<file path="src/rtl/baud_ctrl_pkg.sv">
// rtl/baud_ctrl_pkg.sv - shared types and constants for the baud divisor controller
//
// Purpose : FSM state encoding, default-divisor computation and the
//           oversample shift used to turn a start-bit length into a divisor.
// Ports   : none (package).

package baud_ctrl_pkg;

    localparam int unsigned DEF_FREQUENCY     = 50_000_000;
    localparam int unsigned DEF_BAUDRATE      = 9600;
    localparam int unsigned DEF_SAMPLED_TIMES = 16;

    typedef enum logic [2:0] {
        ST_IDLE,
        ST_ARM,
        ST_WAIT_FALL,
        ST_MEASURE,
        ST_CALC
    } baud_state_e;

    // Truncating divide: 50 MHz / (9600 * 16) = 325.
    function automatic int unsigned calc_default_div(
        input int unsigned freq,
        input int unsigned baud,
        input int unsigned sampled
    );
        return freq / (baud * sampled);
    endfunction

    // Right shift equivalent to dividing by the oversample factor.
    // The factor is a power of two, so the log2 is exact.
    function automatic int os_shift(input int unsigned sampled);
        return $clog2(sampled);
    endfunction

endpackage

</file>
<file path="src/rtl/baud_tick_divider.sv">
// rtl/baud_tick_divider.sv - programmable down-counter producing the oversample tick
//
// Purpose : o_tick is high in exactly the cycle the counter sits at zero; the
//           counter then reloads i_div-1, giving a period of i_div clocks.
//           A load forces the counter to i_load_div-1 so a new divisor starts
//           a full period at once instead of finishing the old one.
// Ports   : i_clk, i_reset_n  clock and synchronous active-low reset
//           i_load            load strobe (divisor commit)
//           i_load_div        divisor being committed
//           i_div             divisor in force for periodic reloads
//           o_tick            one-cycle oversample tick

module baud_tick_divider #(
    parameter int          NB_DIV    = 16,
    parameter int unsigned RESET_DIV = 325
) (
    input  logic              i_clk,
    input  logic              i_reset_n,
    input  logic              i_load,
    input  logic [NB_DIV-1:0] i_load_div,
    input  logic [NB_DIV-1:0] i_div,
    output logic              o_tick
);

    logic [NB_DIV-1:0] cnt;

    assign o_tick = (cnt == '0);

    always_ff @(posedge i_clk) begin
        if (!i_reset_n) begin
            cnt <= NB_DIV'(RESET_DIV - 1);
        end else if (i_load) begin
            cnt <= i_load_div - NB_DIV'(1);
        end else if (o_tick) begin
            cnt <= i_div - NB_DIV'(1);
        end else begin
            cnt <= cnt - NB_DIV'(1);
        end
    end

endmodule

</file>
<file path="src/rtl/baud_autobaud_ctrl.sv">
// rtl/baud_autobaud_ctrl.sv - baud divisor owner with manual load and start-bit auto-baud
//
// Purpose : Holds the active divisor and generates the oversample tick from it.
//           The divisor changes by a host write, or by timing the start bit
//           of a 0x55 sync character: the low time N in clocks is one bit,
//           so divisor = round(N / SAMPLED_TIMES).
// Ports   : i_clk, i_reset_n  clock and synchronous active-low reset
//           i_rx              asynchronous RX line, idle high
//           i_start_auto      pulse: begin auto-baud
//           i_div_wr, i_div   pulse + value: manual divisor write
//           o_tick            one-cycle oversample tick
//           o_divisor         active divisor
//           o_busy            auto-baud in progress
//           o_locked          divisor came from a successful auto-baud
//           o_error           sticky error flag

module baud_autobaud_ctrl
    import baud_ctrl_pkg::*;
#(
    parameter int unsigned FREQUENCY     = DEF_FREQUENCY,
    parameter int unsigned BAUDRATE      = DEF_BAUDRATE,
    parameter int unsigned SAMPLED_TIMES = DEF_SAMPLED_TIMES,
    parameter int          NB_DIV        = 16,
    parameter int          NB_MEAS       = 20,
    parameter int unsigned DEFAULT_DIV   = calc_default_div(FREQUENCY, BAUDRATE, SAMPLED_TIMES)
) (
    input  logic              i_clk,
    input  logic              i_reset_n,
    input  logic              i_rx,
    input  logic              i_start_auto,
    input  logic              i_div_wr,
    input  logic [NB_DIV-1:0] i_div,
    output logic              o_tick,
    output logic [NB_DIV-1:0] o_divisor,
    output logic              o_busy,
    output logic              o_locked,
    output logic              o_error
);

    localparam int                 OS_SHIFT   = os_shift(SAMPLED_TIMES);
    localparam int                 SUM_W      = NB_MEAS + 1;
    localparam logic [NB_MEAS-1:0] MEAS_MAX   = '1;
    localparam logic [NB_MEAS-1:0] MEAS_MIN   = NB_MEAS'(2 * SAMPLED_TIMES);
    localparam logic [SUM_W-1:0]   ROUND_HALF = SUM_W'(SAMPLED_TIMES / 2);

    baud_state_e         state;
    logic                rx_meta;
    logic                rx_s;
    logic                rx_prev;
    logic [NB_MEAS-1:0]  count;
    logic [NB_DIV-1:0]   div_q;
    logic                busy_q;
    logic                locked_q;
    logic                error_q;

    logic                rx_fall;
    logic                rx_rise;
    logic                wr_ok;
    logic [SUM_W-1:0]    meas_sum;
    logic [NB_MEAS-1:0]  calc_div;
    logic                calc_bad;
    logic                commit;
    logic [NB_DIV-1:0]   commit_div;

    assign rx_fall = rx_prev & ~rx_s;
    assign rx_rise = ~rx_prev & rx_s;
    assign wr_ok   = i_div_wr && (i_div != '0);

    // One extra bit on the rounding sum keeps a measurement near full scale
    // from wrapping before the shift.
    always_comb begin
        meas_sum = {1'b0, count} + ROUND_HALF;
        calc_div = NB_MEAS'(meas_sum >> OS_SHIFT);
        calc_bad = (count < MEAS_MIN) || ((calc_div >> NB_DIV) != '0);
    end

    // A valid host write wins in every state (load in idle, abort when busy);
    // otherwise only a good CALC result commits.
    always_comb begin
        commit     = 1'b0;
        commit_div = i_div;
        if (wr_ok) begin
            commit = 1'b1;
        end else if ((state == ST_CALC) && !calc_bad) begin
            commit     = 1'b1;
            commit_div = NB_DIV'(calc_div);
        end
    end

    always_ff @(posedge i_clk) begin
        if (!i_reset_n) begin
            state    <= ST_IDLE;
            rx_meta  <= 1'b1;
            rx_s     <= 1'b1;
            rx_prev  <= 1'b1;
            count    <= '0;
            div_q    <= NB_DIV'(DEFAULT_DIV);
            busy_q   <= 1'b0;
            locked_q <= 1'b0;
            error_q  <= 1'b0;
        end else begin
            rx_meta <= i_rx;
            rx_s    <= rx_meta;
            rx_prev <= rx_s;

            if (commit) begin
                div_q <= commit_div;
            end

            if (wr_ok) begin
                state    <= ST_IDLE;
                busy_q   <= 1'b0;
                locked_q <= 1'b0;
                error_q  <= 1'b0;
            end else begin
                // A zero divisor is never loaded; it only flags the error,
                // and a running measurement carries on.
                if (i_div_wr) begin
                    error_q <= 1'b1;
                end

                case (state)
                    ST_IDLE: begin
                        if (i_start_auto && !i_div_wr) begin
                            state    <= ST_ARM;
                            busy_q   <= 1'b1;
                            locked_q <= 1'b0;
                            error_q  <= 1'b0;
                        end
                    end

                    // Wait for an idle line so a fall seen later is a real start bit.
                    ST_ARM: begin
                        if (rx_s) begin
                            state <= ST_WAIT_FALL;
                        end
                    end

                    ST_WAIT_FALL: begin
                        if (rx_fall) begin
                            state <= ST_MEASURE;
                            count <= NB_MEAS'(1);
                        end
                    end

                    ST_MEASURE: begin
                        if (count == MEAS_MAX) begin
                            state   <= ST_IDLE;
                            busy_q  <= 1'b0;
                            error_q <= 1'b1;
                        end else if (rx_rise) begin
                            state <= ST_CALC;
                        end else begin
                            count <= count + NB_MEAS'(1);
                        end
                    end

                    ST_CALC: begin
                        state  <= ST_IDLE;
                        busy_q <= 1'b0;
                        if (calc_bad) begin
                            error_q <= 1'b1;
                        end else begin
                            locked_q <= 1'b1;
                        end
                    end

                    default: begin
                        state  <= ST_IDLE;
                        busy_q <= 1'b0;
                    end
                endcase
            end
        end
    end

    baud_tick_divider #(
        .NB_DIV    (NB_DIV),
        .RESET_DIV (DEFAULT_DIV)
    ) u_tick_divider (
        .i_clk      (i_clk),
        .i_reset_n  (i_reset_n),
        .i_load     (commit),
        .i_load_div (commit_div),
        .i_div      (div_q),
        .o_tick     (o_tick)
    );

    assign o_divisor = div_q;
    assign o_busy    = busy_q;
    assign o_locked  = locked_q;
    assign o_error   = error_q;

endmodule

</file>
<file path="config.mk">
export PLATFORM = sky130hd
export DESIGN_NAME = baud_autobaud_ctrl
export DESIGN_NICKNAME = d
export VERILOG_FILES = /design/src/rtl/baud_ctrl_pkg.sv /design/src/rtl/baud_tick_divider.sv /design/src/rtl/baud_autobaud_ctrl.sv
export SDC_FILE = /design/constraint.sdc
export NUM_CORES = 1
export LEC_CHECK = 0
export ABC_AREA = 0
export CAP_MARGIN = 5
export CORE_MARGIN = 2
export CORE_UTILIZATION = 64
export CTS_CLUSTER_SIZE = 28
export DETAILED_ROUTE_END_ITERATION = 8
export DONT_BUFFER_PORTS = 1
export GPL_TIMING_DRIVEN = 0
export PLACE_DENSITY = 0.8
export SLEW_MARGIN = 20
export SYNTH_ARGS = -nofsm -noshare
export SYNTH_HDL_FRONTEND = slang
export SYNTH_SLANG_ARGS = --single-unit
</file>
<file path="constraint.sdc">
create_clock -name i_clk -period 3.3 [get_ports i_clk]
set_input_delay 0.66 -clock i_clk [delete_from_list [all_inputs] [get_ports i_clk]]
set_output_delay 0.66 -clock i_clk [all_outputs]
set_load 0.005 [all_outputs]
</file>
==> impl_metrics.yaml, run 1 <==
run_status:
  status: "finished clean"
min_path:
  hold_class: "in -> reg"
detailed_routing:
  drc: 0
  avgViaCountPerCell: 6.33
  vias: 3275
  finalWirelength_mm: 9.49
  drt-wirelength-per-cell_um: 18.4
  ant_nets: 0
  initialDrtViolationCount: 307
  first_pass_iters: 6
critical_path:
  critPathArrivalTime_ns: 3.45
  crit_type: "in -> reg"
  critPathLaunchType: "input pin"
  critPathRequiredTime_ns: 3.56
  cp_max_fo: 10
  end_kind: "register"
sta:
  hold_viol: 0
  finalCriticalPeriod_ns: 3.19
  finClkSkew_ns: 0.0120
  period_share: 0.966
  worst_pin_slew_ns: 0.711
  slew_headroom: 0.523
  slew_violations: 0
  rsz0062_at_grt: "false"
  clock.fmax_ghz: 0.314
  setup_slack_ns: 0.111
  setup_violations: 0
grt:
  top_usage_layer: "met2"
  grt_max_degree: 11
  grt_use_total: 0.329
  grt.met2_usage: 0.511
  grt_first_pass_wirelength_mm: 15.4
  overflow: 0
  grtUsageMet1: 0.419
  grt_pass1_vias: 3126
  met3_usage: 0.0874
  antenna_found_initial: 0
clocking:
  cts.sinks: 61
  clock_latency_ns: 0.36
  clockBufferDepth: 2
  path_clk_slew_ns: 0.07
  numCtsBuffers: 9
  h-tree-depth: 3
  cts_tree: "done"
  root_buffer: "clkbuf_8"
  cts-hold-fix-buffers: 0
yosys:
  ys.flop_type: "dfxtp_1"
  synth-async-reset-ratio: 0
  synth.distinct_cells: 51
  synth_area_per_cell_um2: 8.25
  ys_seq_area_frac: 0.346
  synth_compound_area_frac: 0.204
  synth.top_cell.area_share: 0.346
  synthXorXnorAreaFrac: 0.0967
  synth_nets: 452
  synthSimpleGateAreaFrac: 0.286
  syn_inst: 428
  synth_area_leaders: "dfxtp_1 (35%), xnor2_1 (5.2%), nand2_1 (5.1%), xor2_1 (4.5%), nor2_1 (3.7%)"
  synth_area_mm2: 0.00353
  synth_top_family_by_area: "simple AND/OR/NAND/NOR gates"
  yosysTopAreaCell: "dfxtp_1"
  synth-adder-area-share: 0.0106
  synth_mux_area_frac: 0.00567
  synth-seq-cells: 61
  synth-edff-count: 0
  yosysWarnings: 0
pwr:
  ir_worst_vdd_mv: 0.287
  power.density_mw_per_mm2: 430
  power.leakage_nw: 1.39
placed_design:
  dp_hpwl_mm: 6.98
  placed_area_mm2: 0.00362
  dp_slack_ns: -0.280
  io_buffers: 0
  gp_congestion: 0.900
die:
  die_h_um: 78.3
  boundaryPins: 41
  num_rows: 27
  fp.dieArea_mm2: 0.00613
  initial_core_util: 0.653
  core_area_mm2: 0.00541
  dieWidth_um: 78.3
final_layout:
  post-route-util: 0.722
  area_growth_pct: 10.4
  num_antenna_cells: 0
  stdcell_area_mm2: 0.00390
  drive_above_1_share: 0.139
  fin_nets: 464
run:
  max_cap_violations: 0
## state kept, by name, indices dropped and copies added (netlist names)
name / cells
count: 20
o_busy: 1
o_divisor: 16
o_error: 1
o_locked: 1
rx_meta: 1
rx_prev: 1
rx_s: 1
state: 3
u_tick_divider.cnt: 16
## metal layers
metal  vias up  part of all wire
li1       1574                 -
met1      1500              0.43
met2       169              0.44
met3        32             0.088
met4         0             0.034
met5         -                 0
## stage by stage
stage               hold slack [ns]  total power, mW  instances  setup TNS (ns)
global placement              0.399            0.967        500           -3.01
floorplan                     0.386            0.930        428               0
global route                  0.402             1.73        517               0
finish                        0.408             1.68        517               0
detailed placement            0.407            0.971        500           -3.15
CTS                           0.394             1.67        516               0
## cell usage in the layout (no fill, tap or decap), types with 11 or more instances in the layout
| master | n |
|---|---|
| dfxtp_1 | 61 |
| nand2_1 | 48 |
| nor2_1 | 35 |
| xnor2_1 | 21 |
| o21ai_0 | 19 |
| xor2_1 | 18 |
| clkbuf_1 | 15 |
| nand3_1 | 14 |
| a31oi_1 | 14 |
| a21oi_1 | 14 |
| a21boi_0 | 14 |
| clkbuf_8 | 12 |
| nor4_1 | 11 |
| nor3_1 | 11 |
| a221o_1 | 11 |
## path summary, 6_finish.rpt
check	from	depth (start not counted)	end	slack [ns]
hold reg to reg	rx_meta$_SDFF_PN1_	1	rx_s$_SDFF_PN1_	0.43
setup / recovery	i_div[11]	10	u_tick_divider.cnt[15]$_SDFF_PN0_	0.11
setup reg to reg	count[7]$_SDFFE_PN0P_	11	u_tick_divider.cnt[15]$_SDFF_PN0_	0.16
hold / removal	i_rx	1	rx_meta$_SDFF_PN1_	0.41
## Yosys cell counts (3+ instances only)
cell / instances
nand2b_1: 8
xor2_1: 18
a21boi_0: 14
or4_1: 3
a221o_1: 11
a21oi_1: 14
clkbuf_1: 14
nor2_1: 35
nor4_1: 14
a21boi_2: 8
or3_1: 8
and3_1: 6
and2_1: 10
buf_6: 5
nand4_1: 8
nor3_1: 11
a21boi_1: 5
ha_1: 3
nand3_2: 4
dfxtp_1: 61
nor2b_1: 4
a31oi_1: 14
o21ai_0: 19
buf_2: 10
inv_1: 5
a31o_2: 3
nand2_1: 48
xnor2_1: 21
nand3_1: 15
## layout make-up
type / count / area [um2]
flip-flops and latches: 61 / 1220
clock buffers: 13 / 169
well taps: 72 / 90.1
repair buffers: 1 / 7.51
multi-input cells: 332 / 2180
clock inverters: 3 / 42.5
plain buffers: 30 / 166
fillers: 436 / 1510
inverters: 5 / 18.8
## where the power goes
part	leakage, nW	switching, mW	total [mW]	internal (mW)
clock network	0.106	0.300	0.709	0.409
registers	0.499	0.0261	0.793	0.767
logic	0.782	0.103	0.173	0.0702
total	1.39	0.429	1.68	1.25
## kinds of logic after synthesis
kind of cell,Yosys count
AOI/OAI and AO/OA,99
xor gates and xnor gates,39
adders and majority gates,3
buffers and inverters,35
DFF,61
muxes,2
and+or+nand+nor,189
## what timing repair did
action | CTS | global route
resized for setup | 3 | 8
gates cloned | 0 | 0
setup buffers | 0 | 1
endpoints found under the setup margin | 5 | 17
pin swaps | 0 | 1
## critical path, cell delays in order
cell      delay [ns]
nor4_1          0.47
nand4_1         0.20
and2_1          0.24
clkbuf_1        0.24
nand2_1         0.15
a21boi_1        0.36
nand4_1         0.22
or3_1           0.40
or3_1           0.34
and3_1          0.16
(Power assumes the default switching activity.)
==> run 2, diff against run 1 <==
- PLACE_DENSITY: 0.8 -> 0.77
==> run 2 against run 1 <==
  * Sequential cell count unchanged
  * Hold slack better by 0.0018 ns
  * Register-to-register slack worse by 0.09 ns
  * Sequential power about the same
  * Largest power group unchanged
  * Design area up 0.55%
  * Largest cell class unchanged
  * Die area unchanged
  * Total power up 1.9%
==> impl_metrics.yaml, run 2 (synthesis gave the netlist of run 1 again) <==
run_status:
  status: "finished clean"
detailed_routing:
  ant_nets: 0
  finalWirelength_mm: 9.90
  vias: 3374
  drc: 0
  avgViaCountPerCell: 6.55
  first_pass_iters: 5
  initialDrtViolationCount: 363
  drt-wirelength-per-cell_um: 19.2
placed_design:
  dp_slack_ns: -0.412
  dp_hpwl_mm: 7.06
  gp_congestion: 0.926
  placedCellCount: 500
  io_buffers: 0
clocking:
  path_clk_slew_ns: 0.07
  cts.sinks: 61
  clock_latency_ns: 0.36
  cts_tree: "done"
  cts-hold-fix-buffers: 0
  root_buffer: "clkbuf_8"
  clockBufferDepth: 2
  numCtsBuffers: 9
  h-tree-depth: 3
sta:
  finClkSkew_ns: 0.00892
  finalCriticalPeriod_ns: 3.23
  slew_headroom: 0.549
  hold_viol: 0
  period_share: 0.978
  clock.fmax_ghz: 0.310
  tns_ns: 0
  setup_slack_ns: 0.0728
  slew_violations: 0
  setup_violations: 0
  worst_pin_slew_ns: 0.672
die:
  boundaryPins: 41
  fp.dieArea_mm2: 0.00613
  core_area_mm2: 0.00541
  dieWidth_um: 78.3
  num_rows: 27
  initial_core_util: 0.653
  die_h_um: 78.3
final_layout:
  top_register: "count"
  nFillCells: 426
  num_antenna_cells: 0
  stdcell_count: 515
  drive_above_1_share: 0.140
  fin_nets: 463
  final_common_cell: "dfxtp_1"
  largest_register_ffs: 20
  area_growth_pct: 11.0
  final_cell_mix: "dfxtp_1 (61), nand2_1 (48), nor2_1 (35)"
critical_path:
  rr_endpoint: "u_tick_divider.cnt[14]$_SDFF_PN0_"
  end_kind: "register"
  cp-startpoint: "u_tick_divider.cnt[3]$_SDFF_PN0_"
  crit_type: "reg -> reg"
  rrSetupSlack_ns: 0.07
  cp_max_fo: 10
  critPathArrivalTime_ns: 3.48
  critPathLaunchType: "register"
  critPathRequiredTime_ns: 3.55
  rr_startpoint: "u_tick_divider.cnt[3]$_SDFF_PN0_"
  r2r_cells: 11
pwr:
  seqPwrFrac: 0.465
  p_int_mw: 1.28
  pwr-share-clk: 0.432
  power.leakage_nw: 1.40
  ir_worst_vdd_mv: 0.362
  switchingPower_mw: 0.433
  swShare: 0.254
  power.density_mw_per_mm2: 436
  p_comb_frac: 0.103
grt:
  grt_first_pass_wirelength_mm: 15.8
  grt.met2_usage: 0.521
  grt_max_degree: 11
  top_usage_layer: "met2"
  grt_use_total: 0.331
  grtUsageMet1: 0.439
  antenna_found_initial: 0
  grt_pass1_vias: 3255
  met3_usage: 0.0805
  overflow: 0
min_path:
  hold_class: "in -> reg"
  min_path_cells: 1
  min_from: "i_rx"
  hold_end: "rx_meta$_SDFF_PN1_"
run:
  max_cap_violations: 0
-- run 2: cell types whose count changed in the layout (fill, tap and decap cells not counted), sizes merged --
cell	change
clkinv	+2
bufinv	+1
clkinvlp	-1
buf	-1
clkbuf	-3
-- run 2: worst max-delay path, stage by stage, from the launching register on --
cell      delay, ns
dfxtp_1        0.33
or4_1          0.61
nor4_4         0.44
nor2b_4        0.30
clkbuf_4       0.26
a221o_1        0.19
a21boi_2       0.07
ha_1           0.26
nand4_1        0.24
nor4_1         0.10
xor2_1         0.15
and2_1         0.17
-- run 2: metal layers --
layer,part of all wire,vias to the layer above
met5,0,-
li1,-,1560
met3,0.11,22
met4,0.018,0
met2,0.46,202
met1,0.42,1590
-- run 2: power by group through the flow --
stage                     Sequential (mW)  Combinational [mW]  Clock (mW)
final                               0.794               0.176       0.738
after global routing                0.795               0.191       0.772
after CTS                           0.792               0.168       0.736
after detailed placement            0.808               0.164           0
after global placement              0.807               0.159           0
after floorplan                     0.799               0.131           0
-- run 2: metrics by stage --
| step | utilization | hold slack [ns] | power [mW] | cell area [um2] |
|---|---|---|---|---|
| 5_1_grt | 0.725 | 0.407 | 1.76 | 3920 |
| 2_1_floorplan | - | 0.386 | 0.930 | 3530 |
| 3_5_place_dp | 0.670 | 0.400 | 0.972 | 3620 |
| 3_3_place_gp | 0.670 | 0.391 | 0.967 | 3620 |
| 4_1_cts | 0.714 | 0.410 | 1.70 | 3860 |
| 6_report | 0.725 | 0.410 | 1.71 | 3920 |
-- run 2: layout make-up --
cell class,instances,area (um2),area share
multi-input combinational,332,2210,0.564
buffer,30,166,0.0424
clock buffer,10,138,0.0351
tap,72,90.1,0.0230
sequential,61,1220,0.311
clock inverter,5,75.1,0.0191
inverter,5,18.8,0.00479
-- run 2: how the worst max path moves through the flow --
| stage | to | slack (ns) | cells past startpoint |
|---|---|---|---|
| 6_report | u_tick_divider.cnt[14]$_SDFF_PN0_ | 0.07 | 11 |
| 3_5_place_dp | count[13]$_SDFFE_PN0P_ | -0.41 | 10 |
| 3_3_place_gp | count[13]$_SDFFE_PN0P_ | -0.39 | 10 |
| 4_1_cts | u_tick_divider.cnt[14]$_SDFF_PN0_ | 0.006 | 11 |
| 5_1_grt | u_tick_divider.cnt[15]$_SDFF_PN0_ | -0.03 | 11 |
| 2_1_floorplan | count[19]$_SDFFE_PN0P_ | 0.41 | 11 |
-- run 2: what timing repair did --
item                       in CTS  in global routing
setup endpoints to repair       9                 11
setup buffers                   0                  0
resized for setup               4                 11
